[src/rtl/rom_arb_pkg.sv]
// Shared types and constants for the two-port ROM arbiter.
package rom_arb_pkg;

  typedef enum logic [1:0] {
    IDLE    = 2'd0,
    WAIT    = 2'd1,
    CAPTURE = 2'd2
  } state_t;

  localparam logic PORT_CPU = 1'b0;
  localparam logic PORT_LDR = 1'b1;

  // Only a plain synchronous ROM (1) or one with an output register (2) exists.
  function automatic bit latency_ok(input int lat);
    return (lat == 1) || (lat == 2);
  endfunction

endpackage

[src/rtl/rom_arbiter_if.sv]
// Request/response bundle for both ROM requesters.
// Handshake: a request transfers on a rising edge where reqN_valid && reqN_ready;
// reqN_addr is sampled only then, valid may drop at any time before that, and
// rspN_valid is a single-cycle pulse with no backpressure.
interface rom_arbiter_if #(
  parameter int DATA_WIDTH = 8,
  parameter int ADDR_WIDTH = 12
);
  logic                  req0_valid;
  logic [ADDR_WIDTH-1:0] req0_addr;
  logic                  req0_ready;
  logic                  rsp0_valid;
  logic [DATA_WIDTH-1:0] rsp0_data;

  logic                  req1_valid;
  logic [ADDR_WIDTH-1:0] req1_addr;
  logic                  req1_ready;
  logic                  rsp1_valid;
  logic [DATA_WIDTH-1:0] rsp1_data;

  modport master (
    output req0_valid, req0_addr, req1_valid, req1_addr,
    input  req0_ready, rsp0_valid, rsp0_data,
    input  req1_ready, rsp1_valid, rsp1_data
  );

  modport slave (
    input  req0_valid, req0_addr, req1_valid, req1_addr,
    output req0_ready, rsp0_valid, rsp0_data,
    output req1_ready, rsp1_valid, rsp1_data
  );
endinterface

[src/rtl/rom_arb_rr.sv]
// Two-way round-robin picker: a lone requester wins, a tie goes to the port
// that was not granted last.
module rom_arb_rr (
  input  logic [1:0] valid,
  input  logic       last_grant,
  output logic [1:0] sel
);
  assign sel[0] = valid[0] & (~valid[1] | last_grant);
  assign sel[1] = valid[1] & (~valid[0] | ~last_grant);
endmodule

[src/rtl/rom_arbiter.sv]
// Shares one synchronous-read ROM between the Z80 port (0) and the loader
// port (1), one read at a time, covering the ROM's fixed read latency.
module rom_arbiter
  import rom_arb_pkg::*;
#(
  parameter int DATA_WIDTH  = 8,
  parameter int ADDR_WIDTH  = 12,
  parameter int ROM_LATENCY = 1
) (
  input  logic                  clock,
  input  logic                  reset_n,
  rom_arbiter_if.slave          bus,
  output logic [ADDR_WIDTH-1:0] rom_address,
  input  logic [DATA_WIDTH-1:0] rom_data,
  output logic                  busy,
  output state_t                fsm_state
);

  generate
    if (!latency_ok(ROM_LATENCY)) begin : g_bad_latency
      $fatal(1, "rom_arbiter: ROM_LATENCY must be 1 or 2");
    end
  endgenerate

  state_t     state;
  logic       gnt;
  logic       last_grant;
  logic [1:0] cnt;
  logic [1:0] sel;
  logic       idle;

  rom_arb_rr u_rr (
    .valid      ({bus.req1_valid, bus.req0_valid}),
    .last_grant (last_grant),
    .sel        (sel)
  );

  assign idle           = (state == IDLE);
  assign bus.req0_ready = idle & sel[0];
  assign bus.req1_ready = idle & sel[1];
  assign busy           = ~idle;
  assign fsm_state      = state;

  always_ff @(posedge clock or negedge reset_n) begin
    if (!reset_n) begin
      state          <= IDLE;
      rom_address    <= '0;
      gnt            <= PORT_CPU;
      last_grant     <= PORT_LDR;
      cnt            <= 2'd0;
      bus.rsp0_valid <= 1'b0;
      bus.rsp1_valid <= 1'b0;
      bus.rsp0_data  <= '0;
      bus.rsp1_data  <= '0;
    end else begin
      bus.rsp0_valid <= 1'b0;
      bus.rsp1_valid <= 1'b0;
      case (state)
        IDLE: begin
          if (bus.req0_valid && bus.req0_ready) begin
            rom_address <= bus.req0_addr;
            gnt         <= PORT_CPU;
            last_grant  <= PORT_CPU;
            cnt         <= 2'(ROM_LATENCY);
            state       <= WAIT;
          end else if (bus.req1_valid && bus.req1_ready) begin
            rom_address <= bus.req1_addr;
            gnt         <= PORT_LDR;
            last_grant  <= PORT_LDR;
            cnt         <= 2'(ROM_LATENCY);
            state       <= WAIT;
          end
        end
        WAIT: begin
          // rom_address is held here so the ROM output settles undisturbed.
          cnt <= cnt - 2'd1;
          if (cnt == 2'd1) state <= CAPTURE;
        end
        CAPTURE: begin
          if (gnt == PORT_CPU) begin
            bus.rsp0_data  <= rom_data;
            bus.rsp0_valid <= 1'b1;
          end else begin
            bus.rsp1_data  <= rom_data;
            bus.rsp1_valid <= 1'b1;
          end
          state <= IDLE;
        end
        default: state <= IDLE;
      endcase
    end
  end

endmodule

[src/flat_wrapper.sv]
// flat-port wrapper written by rule: the top's interface ports become plain ports
module rom_arbiter_flat import rom_arb_pkg::*;
#(
  parameter int DATA_WIDTH  = 8,
  parameter int ADDR_WIDTH  = 12,
  parameter int ROM_LATENCY = 1
)
  (clock, reset_n, rom_address, rom_data, busy, fsm_state, bus_req0_valid, bus_req0_addr, bus_req1_valid, bus_req1_addr, bus_req0_ready, bus_rsp0_valid, bus_rsp0_data, bus_req1_ready, bus_rsp1_valid, bus_rsp1_data);
  rom_arbiter_if #(.DATA_WIDTH(DATA_WIDTH), .ADDR_WIDTH(ADDR_WIDTH)) bus_i ();
  input  logic clock;
  input  logic reset_n;
  output logic [ADDR_WIDTH-1:0] rom_address;
  input  logic [DATA_WIDTH-1:0] rom_data;
  output logic busy;
  output state_t fsm_state;
  input wire logic [$bits(bus_i.req0_valid)-1:0] bus_req0_valid;
  input wire logic [$bits(bus_i.req0_addr)-1:0] bus_req0_addr;
  input wire logic [$bits(bus_i.req1_valid)-1:0] bus_req1_valid;
  input wire logic [$bits(bus_i.req1_addr)-1:0] bus_req1_addr;
  output wire logic [$bits(bus_i.req0_ready)-1:0] bus_req0_ready;
  output wire logic [$bits(bus_i.rsp0_valid)-1:0] bus_rsp0_valid;
  output wire logic [$bits(bus_i.rsp0_data)-1:0] bus_rsp0_data;
  output wire logic [$bits(bus_i.req1_ready)-1:0] bus_req1_ready;
  output wire logic [$bits(bus_i.rsp1_valid)-1:0] bus_rsp1_valid;
  output wire logic [$bits(bus_i.rsp1_data)-1:0] bus_rsp1_data;
  assign bus_i.req0_valid = bus_req0_valid;
  assign bus_i.req0_addr = bus_req0_addr;
  assign bus_i.req1_valid = bus_req1_valid;
  assign bus_i.req1_addr = bus_req1_addr;
  assign bus_req0_ready = bus_i.req0_ready;
  assign bus_rsp0_valid = bus_i.rsp0_valid;
  assign bus_rsp0_data = bus_i.rsp0_data;
  assign bus_req1_ready = bus_i.req1_ready;
  assign bus_rsp1_valid = bus_i.rsp1_valid;
  assign bus_rsp1_data = bus_i.rsp1_data;
  rom_arbiter #(.DATA_WIDTH(DATA_WIDTH), .ADDR_WIDTH(ADDR_WIDTH), .ROM_LATENCY(ROM_LATENCY)) u_core (.clock(clock), .reset_n(reset_n), .bus(bus_i), .rom_address(rom_address), .rom_data(rom_data), .busy(busy), .fsm_state(fsm_state));
endmodule
[config.mk]
export PLATFORM = sky130hd
export DESIGN_NAME = rom_arbiter_flat
export DESIGN_NICKNAME = d
export VERILOG_FILES = /design/src/rtl/rom_arb_pkg.sv /design/src/rtl/rom_arbiter_if.sv /design/src/rtl/rom_arb_rr.sv /design/src/rtl/rom_arbiter.sv /design/src/flat_wrapper.sv
export SDC_FILE = /design/constraint.sdc
export NUM_CORES = 1
export LEC_CHECK = 0
export ABC_CLOCK_PERIOD_IN_PS = 2400
export BUFFER_PORTS_ARGS = -buffer_cell sky130_fd_sc_hd__buf_2
export CAP_MARGIN = 20
export CORE_MARGIN = 5
export CORE_UTILIZATION = 40
export DETAILED_ROUTE_END_ITERATION = 7
export PLACE_DENSITY = 0.69
export SYNTH_ARGS = -nofsm -noshare
export SYNTH_HDL_FRONTEND = slang
export SYNTH_SLANG_ARGS = --single-unit
[constraint.sdc]
create_clock -name clock -period 2.4 [get_ports clock]
set_clock_uncertainty 0.2 [all_clocks]
set_input_delay 0.36 -clock clock [delete_from_list [all_inputs] [get_ports clock]]
set_output_delay 0.36 -clock clock [all_outputs]
set_load 0.005 [all_outputs]
==> impl_results.html <==
<table>
<tr><th>Metric</th><th>Value</th></tr>
<tr><th colspan="2">Placement</th></tr>
<tr><td>Inst Count DP</td><td>249</td></tr>
<tr><td>Number of buffer cells added on primary ports</td><td>70</td></tr>
<tr><td>Final HPWL from detailed placement</td><td>2750 um</td></tr>
<tr><td>Final Wtd Congestion</td><td>between 0.7 and 0.8</td></tr>
<tr><th colspan="2">Synthesis</th></tr>
<tr><td>Async SR Flop Fraction</td><td>100%</td></tr>
<tr><td>Main flop type after synthesis</td><td>dfrtp_1</td></tr>
<tr><td>Synth warn</td><td>0</td></tr>
<tr><td>Average instance area after synthesis</td><td>12.3 um2</td></tr>
<tr><td>Number of distinct standard cells referenced by the synthesized netlist</td><td>30</td></tr>
<tr><td>Post-synthesis cell count</td><td>about 130</td></tr>
<tr><td>Mapped Area</td><td>between 1500 and 2000 um2</td></tr>
<tr><td>Part of the Yosys area used for sequential elements</td><td>roughly 56%</td></tr>
<tr><td>Count of flip-flops with a built-in enable after synthesis</td><td>0</td></tr>
<tr><td>Number of nets produced by synthesis</td><td>about 170</td></tr>
<tr><td>Flip-flop and latch count after synthesis</td><td>36</td></tr>
<tr><th colspan="2">Critical path</th></tr>
<tr><td>Crit path launch type</td><td>flop</td></tr>
<tr><td>CP max FO</td><td>14</td></tr>
<tr><td>Critical path cell sequence</td><td>nor3b_2 -&gt; and2_4 -&gt; buf_2</td></tr>
<tr><td>Kind of critical path</td><td>reg2out</td></tr>
<tr><td>Family with the most delay on the worst path</td><td>simple AND/OR/NAND/NOR gates</td></tr>
<tr><td>Slowest stage delay, CP</td><td>0.46 ns</td></tr>
<tr><td>Total buffers and inverters traversed by the critical path</td><td>1</td></tr>
<tr><td>Cell with the biggest individual delay on the critical path</td><td>dfrtp_1</td></tr>
<tr><td>WP data arrival</td><td>around 1.4 ns</td></tr>
<tr><td>Worst path required time</td><td>1.84 ns</td></tr>
<tr><td>Endpoint type of the worst setup path</td><td>primary output</td></tr>
<tr><th colspan="2">Min path</th></tr>
<tr><td>Hold/Removal Path Class</td><td>in2reg</td></tr>
<tr><th colspan="2">Clock tree</th></tr>
<tr><td>Clk_lat worst skew</td><td>between 0.2 and 0.3 ns</td></tr>
<tr><td>Setup Fix Bufs, Post-CTS</td><td>0</td></tr>
<tr><td>Clock Pin Slew Worst Setup and Hold Paths</td><td>roughly 0.07 ns</td></tr>
<tr><td>CTS HTree Levels</td><td>2</td></tr>
<tr><td>Count of clock tree sinks</td><td>36</td></tr>
<tr><td>CTS Root Buffer Type</td><td>clkbuf_8</td></tr>
<tr><td>CTS tree</td><td>yes</td></tr>
<tr><td>Clock buffers created by TritonCTS</td><td>5</td></tr>
<tr><td>Clock Path Buffers</td><td>2</td></tr>
<tr><th colspan="2">Global route</th></tr>
<tr><td>Global-route wire length before repair</td><td>about 6000 um</td></tr>
<tr><td>Vias in the first global route</td><td>1301</td></tr>
<tr><td>Number of antenna violations at the first check in global routing</td><td>0</td></tr>
<tr><td>Pin count of the biggest net entering global routing</td><td>37</td></tr>
<tr><td>Global route overflow</td><td>0</td></tr>
<tr><td>Overall track demand over capacity in global routing</td><td>between 10 and 15%</td></tr>
<tr><th colspan="2">Timing</th></tr>
<tr><td>Period Utilization, post-route</td><td>between 80% and 90%</td></tr>
<tr><td>Setup repair after global routing missed its margin</td><td>no</td></tr>
<tr><td>Final setup TNS</td><td>0 ns</td></tr>
<tr><td>Slew Limit Headroom</td><td>47.9%</td></tr>
<tr><td>Final Critical Period</td><td>~2 ns</td></tr>
<tr><td>Number of failing setup endpoints in the final timing report</td><td>0</td></tr>
<tr><td>Slew at the pin closest to its max-slew limit</td><td>about 0.8 ns</td></tr>
<tr><td>Highest attainable clock frequency</td><td>roughly 500 MHz</td></tr>
<tr><td>Fin. Hold Viols</td><td>0</td></tr>
<tr><td>Final number of max-transition violations</td><td>0</td></tr>
<tr><th colspan="2">Finish</th></tr>
<tr><td>Leading cell types in the layout, fill and taps excluded</td><td>buf_2, dfrtp_1, mux2_2</td></tr>
<tr><td>Most common library cell in the layout ignoring fill and taps</td><td>buf_2</td></tr>
<tr><td>Layout filler cell count</td><td>about 360</td></tr>
<tr><td>Post-layout nets</td><td>244</td></tr>
<tr><td>Final instance count without filler cells</td><td>between 200 and 300</td></tr>
<tr><td>Count of inserted antenna diode cells</td><td>0</td></tr>
<tr><td>Fraction of layout instances using a drive strength above 1</td><td>53.4%</td></tr>
<tr><td>Layout overhead on the synthesized area</td><td>30.9%</td></tr>
<tr><th colspan="2">Floorplan</th></tr>
<tr><td>Core Footprint</td><td>3970 um2</td></tr>
<tr><td>Area of the die</td><td>approximately 5400 um2</td></tr>
<tr><td>Number of placement rows</td><td>23</td></tr>
<tr><td>Chip width</td><td>around 74 um</td></tr>
<tr><td>Count of boundary I/O pins</td><td>around 70</td></tr>
<tr><td>Die Span Y</td><td>~74 um</td></tr>
<tr><td>Initial standard-cell utilization of the core</td><td>around two fifths</td></tr>
<tr><th colspan="2">Routing</th></tr>
<tr><td>Starting DRC count in detailed routing</td><td>45</td></tr>
<tr><td>Count of antenna-violating nets left after detailed routing</td><td>0</td></tr>
<tr><td>Routed WL</td><td>3680 um</td></tr>
<tr><td>Via count</td><td>1302</td></tr>
<tr><td>Drc violations</td><td>0</td></tr>
<tr><td>Detailed-route vias per instance</td><td>roughly 5.0</td></tr>
<tr><td>First-pass DRT Iterations</td><td>4</td></tr>
<tr><td>Routed wirelength normalized by instance count</td><td>about 14 um</td></tr>
<tr><th colspan="2">Job</th></tr>
<tr><td>Count of maximum capacitance violations</td><td>0</td></tr>
<tr><th colspan="2">Outcome</th></tr>
<tr><td>Status</td><td>finished clean</td></tr>
<tr><th colspan="2">Power and ir drop</th></tr>
<tr><td>Worst VDD drop</td><td>around 550 uV</td></tr>
<tr><td>Pleak</td><td>roughly 1.0 nW</td></tr>
<tr><td>Pwr per Cell Area</td><td>1240 nW/um2</td></tr>
</table>
-- power breakdown --
group          internal, mW  switching (mW)  leakage [nW]
registers             0.915           0.161         0.428
clock network         0.234           0.201        0.0455
logic                 0.585           0.539         0.574
total                  1.73           0.901          1.05
-- path summary, 6_finish.rpt --
kind                                          from                       to  slack, ns  cells after the start
min                               bus_req0_addr[6]    u_core.rom_address[6]       0.12                      3
min in group asynchronous                  reset_n  u_core.bus.rsp0_data[4]       0.49                      2
max                            u_core.fsm_state[1]           bus_req0_ready       0.41                      3
min reg2reg                u_core.bus.rsp0_data[5]  u_core.bus.rsp0_data[5]       0.30                      1
max reg2reg                    u_core.fsm_state[0]    u_core.rom_address[3]       0.80                      4
max in group asynchronous                  reset_n    u_core.rom_address[6]       1.02                      2
-- Yosys cell counts, drive strengths merged (3+ instances only) --
master  count  area [um2]
clkbuf      3        11.3
o311ai     12         165
dfrtp      35         876
buf         4        31.3
nand2       3        11.3
inv        15        56.3
nand3      12        60.1
nor2        4        17.5
o21ai      13        68.8
mux2       16         180
-- sequential cells by signal (all words and copies together), names as in the netlist --
name	count
u_core.bus.rsp0_data	8
u_core.bus.rsp0_valid	1
u_core.bus.rsp1_data	8
u_core.bus.rsp1_valid	1
u_core.cnt	2
u_core.fsm_state	2
u_core.gnt	1
u_core.last_grant	1
u_core.rom_address	12
-- logic make-up (layout without fill, tap and decap cells) --
logic type      count (synthesis)  in the layout  share of synthesized area, %
flops                          36             36                          55.7
mux                            17             17                          11.7
fa+ha+maj                       1              1                         0.773
simple gates                   27             27                          9.51
xor+xnor                        1              1                         0.541
buf+inv                        22             98                          6.10
compound gates                 28             28                          15.6
-- worst reg2reg max path, cell delays in order (launching register included) --
cell	delay [ns]
dfrtp_1	0.44
nor2_2	0.22
o21ai_2	0.17
buf_4	0.22
o311ai_1	0.24
-- per-stage QoR --
stage | area (um2) | utilization, % | power, mW | setup slack (ns) | hold WS (ns)
floorplan | 1620 | - | 1.76 | 0.784 | -0.136
global placement | 2020 | 50.9 | 2.20 | 0.715 | 0.278
detailed placement | 2020 | 50.9 | 2.23 | 0.677 | 0.288
CTS | 2120 | 53.4 | 2.68 | 0.386 | 0.110
global route | 2120 | 53.4 | 2.85 | 0.323 | 0.113
finish | 2120 | 53.4 | 2.63 | 0.409 | 0.118
-- cell type report --
type / count / area (um2) / share of cell area [%]
flip-flops and latches: 36 / 902 / 42.6
repair buffers: 75 / 390 / 18.4
clock buffers: 8 / 90.1 / 4.25
inverters: 15 / 56.3 / 2.66
well taps: 50 / 62.6 / 2.95
multi-input cells: 74 / 618 / 29.2
-- timing repair --
item                      CTS  global route
gates resized for setup     0             0
hold endpoints to repair   35             0
hold buffers                1             0
-- layer usage --
layer	wire length [um]	vias to the layer above	track usage (%)
met5	0	-	0
met4	44	0	4.23
met3	472	5	6.29
met2	1500	69	21.7
met1	1660	607	19.1
li1	-	621	-
(Power assumes the default switching activity.)
